`src/rtl/mult_shift_add_unit_pkg.sv`:
```
// Shared types and sizing for the shift-add multiplier.
// State encoding is fixed so HI/LO-side debug taps can decode it directly.
package mult_pkg;

  typedef enum logic [1:0] {
    IDLE = 2'd0,
    CALC = 2'd1,
    DONE = 2'd2
  } state_t;

  localparam int DEFAULT_WIDTH = 32;
  localparam int CNT_W         = $clog2(DEFAULT_WIDTH) + 1;

endpackage

```
`src/rtl/mult_shift_add_unit_if.sv`:
```
// Request/result bundle between the MULT/MULTU issue logic and the multiplier.
interface mult_shift_add_unit_if #(
  parameter int WIDTH = 32
);

  logic                 Start;
  logic                 Signed;
  logic [WIDTH-1:0]     Multiplicand;
  logic [WIDTH-1:0]     Multiplier;
  logic [2*WIDTH-1:0]   Product;
  logic                 Busy;
  logic                 Done;

  modport master (
    output Start,
    output Signed,
    output Multiplicand,
    output Multiplier,
    input  Product,
    input  Busy,
    input  Done
  );

  modport slave (
    input  Start,
    input  Signed,
    input  Multiplicand,
    input  Multiplier,
    output Product,
    output Busy,
    output Done
  );

endinterface

```
`src/rtl/mult_shift_add_unit_iter_counter.sv`:
```
// Iteration counter for the shift-add loop; Last flags the final step.
// Clear wins over Enable so a new operation always restarts from zero.
module mult_iter_counter #(
  parameter int WIDTH = 32,
  parameter int CNT_W = $clog2(WIDTH) + 1
) (
  input  logic Clk,
  input  logic Reset,
  input  logic Clear,
  input  logic Enable,
  output logic Last
);

  localparam logic [CNT_W-1:0] LAST_CNT = CNT_W'(WIDTH - 1);

  logic [CNT_W-1:0] count;

  always_ff @(posedge Clk or posedge Reset) begin
    if (Reset) begin
      count <= '0;
    end else if (Clear) begin
      count <= '0;
    end else if (Enable) begin
      count <= count + 1'b1;
    end
  end

  assign Last = (count == LAST_CNT);

endmodule

```
`src/rtl/mult_shift_add_unit.sv`:
```
// Sequential shift-add multiplier for MULT/MULTU: one add/shift per clock,
// magnitudes multiplied unsigned and the sign reapplied on the final step.
module mult_shift_add_unit
  import mult_pkg::*;
#(
  parameter int WIDTH = DEFAULT_WIDTH
) (
  input  logic                      Clk,
  input  logic                      Reset,
  mult_shift_add_unit_if.slave      bus
);

  localparam int CW = $clog2(WIDTH) + 1;

  state_t state, state_nxt;

  logic accept;
  logic step;
  logic last;

  logic [WIDTH-1:0]   mcand;
  logic [WIDTH-1:0]   acc;
  logic [WIDTH-1:0]   mreg;
  logic               neg_flag;
  logic [2*WIDTH-1:0] product_q;

  logic [WIDTH-1:0]   a_mag;
  logic [WIDTH-1:0]   b_mag;
  logic [WIDTH:0]     sum;
  logic [WIDTH-1:0]   acc_nxt;
  logic [WIDTH-1:0]   mreg_nxt;
  logic [2*WIDTH-1:0] full_nxt;

  // |most-negative| equals 2^(WIDTH-1), which still fits as an unsigned magnitude
  always_comb begin
    a_mag = bus.Multiplicand;
    b_mag = bus.Multiplier;
    if (bus.Signed && bus.Multiplicand[WIDTH-1]) begin
      a_mag = -bus.Multiplicand;
    end
    if (bus.Signed && bus.Multiplier[WIDTH-1]) begin
      b_mag = -bus.Multiplier;
    end
  end

  // Adder carry lands in acc's MSB after the shift, so nothing is lost
  always_comb begin
    sum      = {1'b0, acc} + {1'b0, mcand};
    acc_nxt  = {1'b0, acc[WIDTH-1:1]};
    mreg_nxt = {acc[0], mreg[WIDTH-1:1]};
    if (mreg[0]) begin
      acc_nxt  = sum[WIDTH:1];
      mreg_nxt = {sum[0], mreg[WIDTH-1:1]};
    end
    full_nxt = {acc_nxt, mreg_nxt};
  end

  always_ff @(posedge Clk or posedge Reset) begin
    if (Reset) begin
      state <= IDLE;
    end else begin
      state <= state_nxt;
    end
  end

  always_comb begin
    state_nxt = state;
    accept    = 1'b0;
    step      = 1'b0;
    bus.Busy  = 1'b0;
    bus.Done  = 1'b0;
    case (state)
      IDLE: begin
        if (bus.Start) begin
          accept    = 1'b1;
          state_nxt = CALC;
        end
      end
      CALC: begin
        step     = 1'b1;
        bus.Busy = 1'b1;
        if (last) begin
          state_nxt = DONE;
        end
      end
      DONE: begin
        bus.Done = 1'b1;
        if (bus.Start) begin
          accept    = 1'b1;
          state_nxt = CALC;
        end else begin
          state_nxt = IDLE;
        end
      end
      default: begin
        state_nxt = IDLE;
      end
    endcase
  end

  always_ff @(posedge Clk or posedge Reset) begin
    if (Reset) begin
      mcand    <= '0;
      acc      <= '0;
      mreg     <= '0;
      neg_flag <= 1'b0;
    end else if (accept) begin
      mcand    <= a_mag;
      mreg     <= b_mag;
      acc      <= '0;
      neg_flag <= bus.Signed & (bus.Multiplicand[WIDTH-1] ^ bus.Multiplier[WIDTH-1]);
    end else if (step) begin
      acc  <= acc_nxt;
      mreg <= mreg_nxt;
    end
  end

  // Product only changes on the last step, so it holds across later CALC phases
  always_ff @(posedge Clk or posedge Reset) begin
    if (Reset) begin
      product_q <= '0;
    end else if (step && last) begin
      product_q <= neg_flag ? -full_nxt : full_nxt;
    end
  end

  assign bus.Product = product_q;

  mult_iter_counter #(
    .WIDTH (WIDTH),
    .CNT_W (CW)
  ) u_iter_counter (
    .Clk    (Clk),
    .Reset  (Reset),
    .Clear  (accept),
    .Enable (step),
    .Last   (last)
  );

endmodule

```
`src/flat_wrapper.sv`:
```
// flat-port wrapper written by rule: the top's interface ports become plain ports
module mult_shift_add_unit_flat import mult_pkg::*;
#(
  parameter int WIDTH = DEFAULT_WIDTH
)
  (Clk, Reset, bus_Start, bus_Signed, bus_Multiplicand, bus_Multiplier, bus_Product, bus_Busy, bus_Done);
  mult_shift_add_unit_if #(.WIDTH(WIDTH)) bus_i ();
  input  logic Clk;
  input  logic Reset;
  input wire logic [$bits(bus_i.Start)-1:0] bus_Start;
  input wire logic [$bits(bus_i.Signed)-1:0] bus_Signed;
  input wire logic [$bits(bus_i.Multiplicand)-1:0] bus_Multiplicand;
  input wire logic [$bits(bus_i.Multiplier)-1:0] bus_Multiplier;
  output wire logic [$bits(bus_i.Product)-1:0] bus_Product;
  output wire logic [$bits(bus_i.Busy)-1:0] bus_Busy;
  output wire logic [$bits(bus_i.Done)-1:0] bus_Done;
  assign bus_i.Start = bus_Start;
  assign bus_i.Signed = bus_Signed;
  assign bus_i.Multiplicand = bus_Multiplicand;
  assign bus_i.Multiplier = bus_Multiplier;
  assign bus_Product = bus_i.Product;
  assign bus_Busy = bus_i.Busy;
  assign bus_Done = bus_i.Done;
  mult_shift_add_unit #(.WIDTH(WIDTH)) u_core (.Clk(Clk), .Reset(Reset), .bus(bus_i));
endmodule
```
`config.mk`:
```
export PLATFORM = sky130hd
export DESIGN_NAME = mult_shift_add_unit_flat
export DESIGN_NICKNAME = d
export VERILOG_FILES = /design/src/rtl/mult_shift_add_unit_pkg.sv /design/src/rtl/mult_shift_add_unit_if.sv /design/src/rtl/mult_shift_add_unit_iter_counter.sv /design/src/rtl/mult_shift_add_unit.sv /design/src/flat_wrapper.sv
export SDC_FILE = /design/constraint.sdc
export NUM_CORES = 1
export LEC_CHECK = 0
export ABC_AREA = 1
export BUFFER_PORTS_ARGS = -buffer_cell sky130_fd_sc_hd__buf_4
export CAP_MARGIN = 30
export CELL_PAD_IN_SITES_DETAIL_PLACEMENT = 1
export CELL_PAD_IN_SITES_GLOBAL_PLACEMENT = 1
export CORE_MARGIN = 5
export CORE_UTILIZATION = 46
export CTS_BUF_LIST = sky130_fd_sc_hd__clkbuf_4 sky130_fd_sc_hd__clkbuf_8 sky130_fd_sc_hd__clkbuf_16
export CTS_CLUSTER_DIAMETER = 100
export CTS_CLUSTER_SIZE = 30
export DETAILED_ROUTE_END_ITERATION = 7
export PLACE_DENSITY = 0.86
export SYNTH_ARGS = -nofsm -noshare
export SYNTH_HDL_FRONTEND = slang
export SYNTH_SLANG_ARGS = --single-unit
```
`constraint.sdc`:
```
create_clock -name Clk -period 7.9 [get_ports Clk]
set_input_delay 0.79 -clock Clk [delete_from_list [all_inputs] [get_ports Clk]]
set_output_delay 0.79 -clock Clk [all_outputs]
set_load 0.05 [all_outputs]
```
Yosys cells after proc, flatten, opt, wreduce, memory -nomap -nowiden
Index checks and enable logic that the tools add are counted.
W data, S select, Z words.
{ "word_totals": {"word_cells": 45, "input_bits": 68, "reg_bits": 169, "output_inout_bits": 66} }
{ "classes": {"bitwise_logic": 2, "n_reduce_logical": 7, "mux": 19, "n_addsub": 5, "eq_ne": 5} }
{ "ops": {"columns": ["op", "count"], "rows": [
  ["$mux W32", 8],
  ["$mux W64", 1],
  ["$neg A32 Y32", 2],
  ["$neg A64 Y64", 1],
  ["$add A32 B32 Y33", 1],
  ["$mux W6", 2],
  ["$add A6 B1 Y6 const B", 1],
  ["$eq A6 B5 Y1 const B", 1],
  ["$pmux W2 S3", 1],
  ["$mux W1", 5],
  ["$mux W2", 2],
  ["$logic_and A1 B1 Y1", 3],
  ["$eq A2 B1 Y1 const B", 1],
  ["$eq A2 B2 Y1 const B", 1],
  ["$logic_not A2 Y1", 1],
  ["$ne A2 B1 Y1 const B", 1],
  ["$ne A2 B2 Y1 const B", 1],
  ["$reduce_and A2 Y1", 1],
  ["$reduce_bool A2 Y1", 1],
  ["$reduce_or A2 Y1", 1],
  ["$and A1 B1 Y1", 1],
  ["$xor A1 B1 Y1", 1]
]} }

Longest topological paths before layout
{ "depth": {"depth_word": 4, "ltp_mapped": 22, "depth_no_buf": 22} }

Cells and area by module
From an unflattened synthesis, not the netlist that was laid out.
{ "unflattened": {"hier_cells": 1935, "area_unflattened_um2": 12721.0} }
{ "modules_own_cells": {"columns": ["mod", "seq_area_each_um2", "area_per_inst_um2", "cells_each", "instances"], "rows": [
  ["mult_shift_add_unit", 4078.9, 12410.7, 1896, 1],
  ["mult_iter_counter", 150.1, 310.3, 39, 1]
]} }

Worst setup path before layout
No wires, ideal clock.
{ "synth_path": {"path_type": "flip-flop to flip-flop", "start": "reg u_core.acc[0]", "end": "reg u_core.product_q[63] (netlist: u_core.bus.Product[63])", "slack_ns": 5.422, "setup_ns": 0.118, "required_ns": 7.782, "t_arrival_ns": 2.360, "n_path_buf": 0, "path_stages_with_launch": 18, "period_less_slack_ns": 2.478, "cell_sequence": "dfrtp_1 -> ha_1 -> fa_1 -> or2_0 -> nand3_1 -> o21ai_2 -> nor2_2 -> nand2_1 -> nor2_1 -> inv_1 -> nor2_2 -> nand2_2 -> nor2_2 -> nand3_1 -> nand2_2 -> nand3_1 -> nand3_1 -> nand2_1"} }
{ "synth_between": {"elab_chain_cells": 4, "word_cells_on_any_way": 5, "classes_between": "add/sub (2); mux (3)"} }
{ "synth_lines": {"columns": ["element", "line", "text"], "rows": [
  ["from (decl)", "mult_shift_add_unit.sv:22", "logic [WIDTH-1:0] acc;"],
  ["from (signal assigned)", "mult_shift_add_unit.sv:113", "acc <= acc_nxt;"],
  ["$add A32 B32 Y33", "mult_shift_add_unit.sv:48", "sum = {1'b0, acc} + {1'b0, mcand};"],
  ["$mux W32", "mult_shift_add_unit.sv:51", "if (mreg[0]) begin"],
  ["$neg A64 Y64", "mult_shift_add_unit.sv:123", "product_q <= neg_flag ? -full_nxt : full_nxt;"],
  ["$mux W64 *", "mult_shift_add_unit.sv:123", null],
  ["to (signal assigned)", "mult_shift_add_unit.sv:123", null],
  ["to (decl)", "mult_shift_add_unit.sv:25", "logic [2*WIDTH-1:0] product_q;"]
]} }
Mark *: on every way between the ends. The rest lies on a longest branch, timed or not.
A chain may end at the register's enable or synchronous reset.

Final worst setup path
{ "layout_path": {"start": "reg u_core.u_iter_counter.count[0]", "end": "reg u_core.product_q[15] (netlist: u_core.bus.Product[15])"} }
{ "layout_between": {"elab_chain_cells": 2} }
{ "layout_lines": {"columns": ["element", "line", "text"], "rows": [
  ["from (decl)", "mult_shift_add_unit_iter_counter.sv:16", "logic [CNT_W-1:0] count;"],
  ["from (signal assigned)", "mult_shift_add_unit_iter_counter.sv:24", "count <= count + 1'b1;"],
  ["$eq A6 B5 Y1", "mult_shift_add_unit_iter_counter.sv:28", "assign Last = (count == LAST_CNT);"],
  ["$logic_and A1 B1 Y1", "mult_shift_add_unit.sv:122", "end else if (step && last) begin"]
]} }
Every way passes these cells.

==> impl_metrics.toml <==
[critical_path]
slowest_delay_ps = 670
critPathCaptureType = "flop"
worstSetupStartpoint = "u_core.u_iter_counter.count[0]"
arrival_ps = 3670
crit_required_ps = 8250
crit_path_cell_trace = "ha_1 -> nand2_1 -> nor2_1 -> inv_1 -> nor2_1 -> nand2_1 -> nor2_2 -> inv_2 -> buf_4 -> o21ai_0"
worst_setup_path_start_kind = "flop"
crit_type = "reg -> reg"
reg2reg_slack_ps = 4580
cpLargestDelayFamily = "simple AND/OR/NAND/NOR gates"
r2r_end = "u_core.bus.Product[15]"
reg2reg_depth = 10
worstSetupEndpoint = "u_core.bus.Product[15]"
critPathBufInv = 3
critical_path_cell_count = 10
crit_fanout = 62
rr_startpoint = "u_core.u_iter_counter.count[0]"
slowest_stage = "nor2_2"

[finish]
nets = 2179
final_cell_mix = "nand2_1, inv_1, nor2_1"
stdcell_area_sq_mm = 0.0149
drive_gt1_frac = 0.141
areaGrowthSynthToFinish_pct = 15.2
layout_commonest_cell = "nand2_1"

[global_route]
grt_pass1_vias = 14300
grt_max_degree = 101
grt_pass1_wl_mm = 74.9
grt-ovfl-total = 0
track_usage = 0.297
grt_antenna_before_repair = 1

[synth]
synth.yosys.seq_area_share = 0.328
syn_nets = 2075
synthCells = 1970
yosysTopAreaCellShare = 0.328
synth.top_cells.by_area = "dfrtp_1, nand2_1, inv_1"
avgSynthCellArea_sq_um = 6.55
yosys.area.top_type = "dfrtp_1"
yosysUniqueCellTypes = 49
synth.cell_area_sq_mm = 0.0129
yosys_warnings = 0
ys_ff_latch = 169

[run_status]
status = "finished, final reports clean"

[drt]
postRouteAntennaNets = 0
vias = 13700
first_iter_violations = 861
first_pass_iters = 5
drc = 0
wire_per_inst_um = 18.8
viasPerCell = 5.57
wl_mm = 46.3

[floorplan]
row_count = 61
ios = 134
die_w_um = 178
core_sq_mm = 0.0278
dieArea_sq_mm = 0.0315
die_h_um = 178
initial_core_util = 0.465

[place]
dp_hpwl_mm = 35.4
place_congestion = 0.934
port_buffers = 133
placed_area_sq_mm = 0.0142
place_ws_ps = 4640

[sta]
setup_violations = 0
min_period_ps = 3320
period_share = 0.421
timing.fmax_ghz = 0.301
relSlewSlack = 0.405
rsz0062_at_grt = "no"
drv_slew = 0
tns_ps = 0
hold_viol = 0
setup_slack_ps = 4580
tightest_slew_ps = 891
fin_skew_ps = 17.1

[clocking]
hold_buffers = 0
cts-resized-gates = 0
cts_tree = "built"
numCtsBuffers = 17
cts_buffer_depth = 2
post_cts_buffers = 0
numClockSinks = 169
clock-root-buffer = "clkbuf_16"
path_clk_slew_ps = 90
htreeDepth = 4
clk_latency_ps = 460

[pwr]
p_per_area_mw_per_mm2 = 503
max-vdd-ir-drop_v = 0.000215
finalPower_uw = 7480
leakagePower_uw = 0.00765

[hold_path]
hold_path_class = "in -> async"

[run]
max_cap_violations = 0
[routing by layer]
metal  part of all wire  routed length [um]  up-vias  global-route usage
met5                  0                   0        -                   0
met3              0.060                2780       90              0.0518
met1               0.43               20100     6742               0.394
met4              0.031                1440        0              0.0973
met2               0.47               22000      398               0.494
li1                   -                   -     6500                   -
[worst reg2reg max path, cell delays in order, from the launching register on]
cell and delay [ps]:
dfrtp_1 400, ha_1 200, nand2_1 80, nor2_1 140, inv_1 60, nor2_1 210, nand2_1 110, nor2_2 670
inv_2 560, buf_4 480, o21ai_0 320
[cell usage after synthesis, drive strengths merged]
master / count
a221oi: 1
o21ai: 123
a31oi: 4
ha: 36
clkinv: 6
o21a: 1
xnor2: 12
fa: 1
or2: 7
nor3: 24
o22ai: 28
a22oi: 1
inv: 287
o221ai: 28
o31ai: 6
clkbuf: 45
nand3: 168
xor2: 65
nand3b: 3
o211ai: 4
o21bai: 3
nor2: 201
a22o: 1
nand4: 25
and2: 3
a21boi: 1
dfrtp: 169
a21oi: 45
nor4: 7
a21o: 2
nand2: 648
buf: 15
[metrics by stage]
stage,utilization,hold WS [ps],cells
after CTS,0.533,492,2463
after global placement,0.512,469,2431
final,0.535,218,2466
after detailed placement,0.512,475,2431
after global routing,0.535,209,2465
after floorplan,-,457,1970
[worst min path at each step]
stage                                 from                      to  slack (ps)  cells after the start
CTS                 u_core.bus.Product[20]  u_core.bus.Product[20]         490                      2
floorplan                  u_core.mcand[0]         u_core.mcand[0]         460                      2
global route                         Reset        u_core.mcand[15]         210                      2
finish                               Reset        u_core.mcand[15]         220                      2
detailed placement  u_core.bus.Product[20]  u_core.bus.Product[20]         470                      2
global placement    u_core.bus.Product[50]  u_core.bus.Product[50]         470                      2
[flip-flops by register name, summed over array words and instances (netlist names)]
signal / count
u_core.mcand: 32
u_core.neg_flag: 1
u_core.u_iter_counter.count: 6
u_core.mreg: 32
u_core.bus.Product: 64
u_core.state: 2
u_core.acc: 32
[report_power, final]
| group | switching [uW] | total (uW) | internal, uW |
|---|---|---|---|
| clock network | 442 | 870 | 429 |
| registers | 434 | 1700 | 1260 |
| logic | 3430 | 4910 | 1480 |
| total | 4300 | 7480 | 3180 |
[area by class of cell]
type	count	area (sq um)
fillers	3760	12900
multi-input cells	1448	7330
flip-flops and latches	169	4230
repair buffers	145	1130
inverters	293	1110
well taps	378	473
clock buffers	17	425
clock inverters	15	169
diodes	1	2.50
[logic make-up after synthesis]
| kind of cell | Yosys count | share of synthesized area |
|---|---|---|
| buffers and inverters | 353 | 0.104 |
| AOI/OAI and AO/OA | 248 | 0.114 |
| adders and majority gates | 37 | 0.0365 |
| and+or+nand+nor | 1086 | 0.365 |
| xor gates and xnor gates | 77 | 0.0523 |
| DFF | 169 | 0.328 |
(Power assumes the default switching activity.)
